--- config.mk ---
export PLATFORM = sky130hd
export DESIGN_NAME = uart_tx_arbiter
export DESIGN_NICKNAME = d
export VERILOG_FILES = /design/src/rtl/uart_tx_arbiter.sv
export SDC_FILE = /design/constraint.sdc
export NUM_CORES = 1
export LEC_CHECK = 0
export BUFFER_PORTS_ARGS = -buffer_cell sky130_fd_sc_hd__buf_2
export CORE_ASPECT_RATIO = 1.75
export CORE_MARGIN = 3
export CORE_UTILIZATION = 49
export DETAILED_ROUTE_END_ITERATION = 8
export GPL_TIMING_DRIVEN = 0
export PLACE_DENSITY = 0.81
export SYNTH_ARGS = -nofsm -noshare
export SYNTH_HDL_FRONTEND = slang
export SYNTH_SLANG_ARGS = --single-unit
--- constraint.sdc ---
create_clock -name clk_i -period 4.5 [get_ports clk_i]
set_input_delay 0.45 -clock clk_i [delete_from_list [all_inputs] [get_ports clk_i]]
set_output_delay 0.45 -clock clk_i [all_outputs]
set_load 0.01 [all_outputs]
--- src/rtl/uart_tx_arbiter.sv ---
// uart_tx_arbiter
//   Shares one UART transmitter between REQUESTERS byte sources. A round-robin
//   arbiter grants the transmitter to one requester for a whole packet (ended
//   by req_last_i); the grant is also dropped if the owner stalls between
//   bytes for TIMEOUT_TICKS baud ticks.
//
// Ports
//   clk_i, reset_i        clock, synchronous active-high reset
//   baud_i                one-cycle sample tick (16 per bit)
//   req_valid_i/ready_o   per-requester handshake, transfer when both high
//   req_data_i            requester i byte at [i*WORD_BITS +: WORD_BITS]
//   req_last_i            requester i byte ends its packet
//   tx_start_o/tx_data_o  start pulse and registered byte to the transmitter
//   tx_done_i             transmitter finished the stop bit
//   grant_o               one-hot current owner, 0 when free
//   busy_o                not idle
//   timeout_o             one-cycle pulse when a grant is revoked by timeout
module uart_tx_arbiter #(
    parameter int WORD_BITS     = 8,
    parameter int REQUESTERS    = 4,
    parameter int TIMEOUT_TICKS = 192
) (
    input  logic                            clk_i,
    input  logic                            reset_i,
    input  logic                            baud_i,
    input  logic [REQUESTERS-1:0]           req_valid_i,
    input  logic [REQUESTERS*WORD_BITS-1:0] req_data_i,
    input  logic [REQUESTERS-1:0]           req_last_i,
    output logic [REQUESTERS-1:0]           req_ready_o,
    output logic                            tx_start_o,
    output logic [WORD_BITS-1:0]            tx_data_o,
    input  logic                            tx_done_i,
    output logic [REQUESTERS-1:0]           grant_o,
    output logic                            busy_o,
    output logic                            timeout_o
);

    localparam int RR_W  = $clog2(REQUESTERS);
    localparam int CNT_W = $clog2(TIMEOUT_TICKS + 1);
    localparam logic [CNT_W-1:0] CNT_MAX  = CNT_W'(TIMEOUT_TICKS);
    localparam logic [RR_W-1:0]  LAST_REQ = RR_W'(REQUESTERS - 1);

    typedef enum logic [1:0] {IDLE, SEND, WAIT, HOLD} state_t;

    typedef struct packed {
        logic                 last;
        logic [WORD_BITS-1:0] data;
    } beat_t;

    state_t                  state, state_nxt;
    beat_t [REQUESTERS-1:0]  beats;
    beat_t                   sel_beat;
    logic [RR_W-1:0]         rr, owner, owner_inc, winner, sel_idx;
    logic [RR_W:0]           probe;
    logic                    win_found, armed, last_q, xfer;
    logic                    timeout_hit, release_grant;
    logic [CNT_W-1:0]        cnt;

    for (genvar g = 0; g < REQUESTERS; g++) begin : g_beat
        assign beats[g] = '{last: req_last_i[g], data: req_data_i[g*WORD_BITS +: WORD_BITS]};
    end

    // Search rr, rr+1, ... modulo REQUESTERS. Walking the offsets from the far
    // end lets the nearest valid requester overwrite the others.
    always_comb begin
        winner    = '0;
        win_found = 1'b0;
        probe     = '0;
        for (int k = REQUESTERS - 1; k >= 0; k--) begin
            probe = {1'b0, rr} + (RR_W+1)'(k);
            if (probe >= (RR_W+1)'(REQUESTERS))
                probe = probe - (RR_W+1)'(REQUESTERS);
            if (req_valid_i[probe[RR_W-1:0]]) begin
                winner    = probe[RR_W-1:0];
                win_found = 1'b1;
            end
        end
    end

    // armed holds ready low from reset until the first edge with reset low.
    always_comb begin
        req_ready_o = '0;
        if (armed) begin
            if (state == IDLE && win_found) req_ready_o[winner] = 1'b1;
            if (state == HOLD)              req_ready_o[owner]  = 1'b1;
        end
    end

    assign xfer      = |(req_ready_o & req_valid_i);
    assign sel_idx   = (state == HOLD) ? owner : winner;
    assign sel_beat  = beats[sel_idx];
    assign owner_inc = (owner == LAST_REQ) ? '0 : owner + RR_W'(1);

    assign timeout_hit   = (state == HOLD) && !xfer && (cnt == CNT_MAX);
    assign release_grant = ((state == WAIT) && tx_done_i && last_q) || timeout_hit;

    always_comb begin
        state_nxt = state;
        case (state)
            IDLE: if (xfer) state_nxt = SEND;
            SEND: state_nxt = WAIT;
            WAIT: if (tx_done_i) state_nxt = last_q ? IDLE : HOLD;
            HOLD: begin
                if (xfer)             state_nxt = SEND;
                else if (timeout_hit) state_nxt = IDLE;
            end
            default: state_nxt = IDLE;
        endcase
    end

    always_ff @(posedge clk_i) begin
        if (reset_i) begin
            state     <= IDLE;
            armed     <= 1'b0;
            rr        <= '0;
            owner     <= '0;
            grant_o   <= '0;
            tx_data_o <= '0;
            last_q    <= 1'b0;
            cnt       <= '0;
            timeout_o <= 1'b0;
        end else begin
            state     <= state_nxt;
            armed     <= 1'b1;
            timeout_o <= timeout_hit;
            if (xfer) begin
                tx_data_o <= sel_beat.data;
                last_q    <= sel_beat.last;
                if (state == IDLE) begin
                    owner   <= winner;
                    grant_o <= {{(REQUESTERS-1){1'b0}}, 1'b1} << winner;
                end
            end
            if (release_grant) begin
                grant_o <= '0;
                rr      <= owner_inc;
            end
            // Cleared throughout WAIT so HOLD always starts from zero.
            if (state == WAIT)
                cnt <= '0;
            else if (state == HOLD && baud_i && cnt != CNT_MAX)
                cnt <= cnt + CNT_W'(1);
        end
    end

    assign tx_start_o = (state == SEND);
    assign busy_o     = (state != IDLE);

endmodule
==> metrics.md <==
| Metric | Value |
|---|---|
| Synth warnings | 0 |
| Leakage | 0.957 nW |
| Crit path max fanout | 6 |
| I/O pin count | 63 |
| PwrDens | 286 nW/um2 |
| TNS Setup | 0 ns |
| Post-CTS setup buffer count | 0 |
| Global-route wire length before repair | 7.77 mm |
| Largest family of logic cells by synthesized area | simple AND/OR/NAND/NOR gates |
| Post-Place Cell Area | 2200 um2 |
| Setup Skew | 0.00545 ns |
| CTS tree | yes |
| Die area | 4550 um2 |
| Worst vdd rail ir drop | 0.226 mV |
| Routed WL | 4.71 mm |
| Slowest stage cell, crit path | nor3_1 |
| Crit-path max cell delay | 0.44 ns |
| Final instance area | 2290 um2 |
| Setup Crit Path Kind | reg2out |
| Die Y | 87.1 um |
| Vias in the first global route | 1774 |
| Worst hold path type | reg2reg |
| Power Total | 654 uW |
| Total core area | 3500 um2 |
| Final ANT Viol Nets | 0 |
| # port buffers | 61 |
| Antenna cells | 0 |
| H-tree Lvls | 2 |
| Status | complete, no violations |
| Fmax | 426 MHz |
| Detailed Routing Iterations Pass 1 | 4 |
| Netlist cell types | 45 |
| Final net count | 317 |
| Initial core utilization | 52.5% |
| Worst Setup Slack, final | 2.15 ns |
| Xor-xnor portion of the synthesized cell area | 3.33% |
| GRT Total Usage | 22.6% |
| Die W | 52.3 um |
| 1st-iter DRT viols | 43 |
| Final std cells w/o fill | 313 |
| Ys flop type | dfxtp_1 |
| Crit path launch type | register |
| Post-CTS sizing | 0 |
| Drt wl/cell | 15.0 um |
| Hold path start | grant_o[0] |
| Critical R2R Launch | state[1] |
| Slew HR | 61.9% |
| Seq cells post-synth | 29 |
| Fraction of registers with async set/reset | 0% |
| CTS clk-pin slew, worst paths | 0.07 ns |
| Arr. time, crit path | 1.90 ns |
| Placed cells | 305 |
| P&R area growth vs syn | 24.4% |
| Gate Count Post-Synth | 199 |
| Post-Synthesis Cell Area | 1840 um2 |
| Largest net degree at the start of global routing | 11 |
| Crit path from | rr[0] |
| CP Buf/Inv Count | 1 |
| Max Cap Viol | 0 |
| Cell Rows | 28 |
| Clk Tree Root Cell | clkbuf_8 |
| Share of layout cells above drive strength 1 | 37.7% |
| Syn_area_per_cell | 9.24 um2 |
| DR vias | 1740 |
| TritonCTS Buffers | 5 |
| Setup violations, final | 0 |
| Critical path endpoint category | primary output |
| DRC | 0 |
| Max Slew Vio Count | 0 |
| Post-Synth Adder-Cell Area | 4.08% |
| Post-synth EDFFs | 0 |
| Initial antenna violation count | 0 |
| RSZ-0062 raised after global routing | false |
| CTS Buffer Depth | 2 |
| CP required | 4.05 ns |
| Overflow after GRT | 0 |
| Sequential share of the synthesized area | 31.6% |
| Critical path's top delay family | simple AND/OR/NAND/NOR gates |
| Synthesized net count | 249 |
| Worst-Margin Slew | 0.572 ns |
| Fin. Hold Viols | 0 |
| Post-synthesis simple-gate area fraction | 26.2% |
| CTS Hold Bufs | 0 |
| Dpl ws | 2.08 ns |
| Period minus WS final | 2.35 ns |
| CP cell instances | nand2b_1 > a21oi_1 > nor3_1 > a32oi_1 > nor2b_1 > buf_2 |
| Worst-Skew Late Latency | 0.28 ns |
| Compound-Gate Fraction of Synth Area | 17.6% |
| Detail Placement HPWL | 3.73 mm |
| Sinks on Clock Net | 29 |
| Mux cell area share after synthesis | 12.7% |
| GPL Wtd Cong | 0.825 |
| Final Cycle Share | 52.2% |
| Vias/cell | 5.56 |
[layer usage]
metal  share of wire, %  vias to the layer above  global-route usage (%)  wire length, um
li1                   -                      866                       -                -
met1                 37                      821                    21.4             1750
met2                 58                       44                    44.0             2710
met3                3.3                        9                    3.26              157
met4                2.1                        0                    11.6               97
met5                  0                        -                       0                0
[cell families after synthesis]
kind of cell / Yosys count
compound gates: 37
xor+xnor: 7
fa+ha+maj: 6
buf+inv: 17
flops: 29
mux: 21
simple gates: 82
[state kept, by name, summed over array words and instances, names as in the netlist]
signal     cells
last_q         1
armed          1
grant_o        4
rr             2
cnt            8
state          2
tx_data_o      8
timeout_o      1
owner          2
[synthesized netlist by cell type (all sizes together), types with 3 or more instances]
| library cell | instances | area share [%] |
|---|---|---|
| nor2b | 5 | 1.7 |
| xor2 | 3 | 1.4 |
| and3 | 3 | 1.0 |
| or2 | 3 | 1.2 |
| dfxtp | 29 | 32 |
| nor2 | 18 | 3.7 |
| buf | 6 | 2.4 |
| a221o | 9 | 4.9 |
| mux2 | 18 | 11 |
| nor3b | 13 | 6.5 |
| xnor2 | 4 | 1.9 |
| a32oi | 4 | 1.9 |
| a21oi | 12 | 3.7 |
| nand2 | 17 | 3.5 |
| nand3 | 5 | 1.6 |
| inv | 9 | 1.8 |
| o21ai | 3 | 0.82 |
| nand4 | 5 | 1.7 |
| mux2i | 3 | 1.6 |
| ha | 6 | 4.1 |
| nand2b | 5 | 1.7 |
[final timing paths]
kind	endpoint	slack [ns]	cells past startpoint
setup / recovery	req_ready_o[3]	2.15	6
hold / removal	grant_o[0]	0.45	2
setup reg to reg	tx_data_o[6]	2.22	7
hold reg to reg	grant_o[0]	0.45	2
[worst register-to-register path: stages, from the launching register on]
cell,delay [ns]
dfxtp_1,0.31
buf_2,0.17
and2_1,0.15
buf_4,0.17
o31ai_4,0.49
buf_6,0.24
mux2_2,0.35
a221o_1,0.29
[layout make-up]
class / instances / area [um2]
tap: 45 / 56.3
timing repair buffer: 61 / 305
sequential: 29 / 581
buffer: 8 / 51.3
clock inverter: 3 / 17.5
fill: 336 / 1220
multi-input combinational: 153 / 1170
inverter: 9 / 33.8
clock buffer: 5 / 68.8
[cells in the final DEF, fill, tap and decap left out, drive strengths merged, types with 3 or more instances in the layout]
cell type	count
a21oi	12
a221o	9
a32oi	4
and3	3
buf	67
clkbuf	7
dfxtp	29
ha	6
inv	9
mux2	18
mux2i	3
nand2	17
nand2b	5
nand3	5
nand4	5
nor2	18
nor2b	5
nor3b	13
o21ai	3
or2	3
xnor2	4
xor2	3
[power breakdown]
group	internal (mW)	switching, mW	total, mW	leakage [nW]
sequential	0.272	0.00803	0.280	0.236
clock	0.106	0.103	0.210	0.0439
combinational	0.0770	0.0875	0.164	0.677
total	0.455	0.199	0.654	0.957
[per-stage QoR]
| step | hold WS (ns) | utilization, % |
|---|---|---|
| global placement | 0.437 | 62.8 |
| global route | 0.490 | 65.3 |
| CTS | 0.457 | 65.3 |
| detailed placement | 0.447 | 62.8 |
| floorplan | 0.476 | - |
| finish | 0.451 | 65.3 |
(Power assumes the default switching activity.)
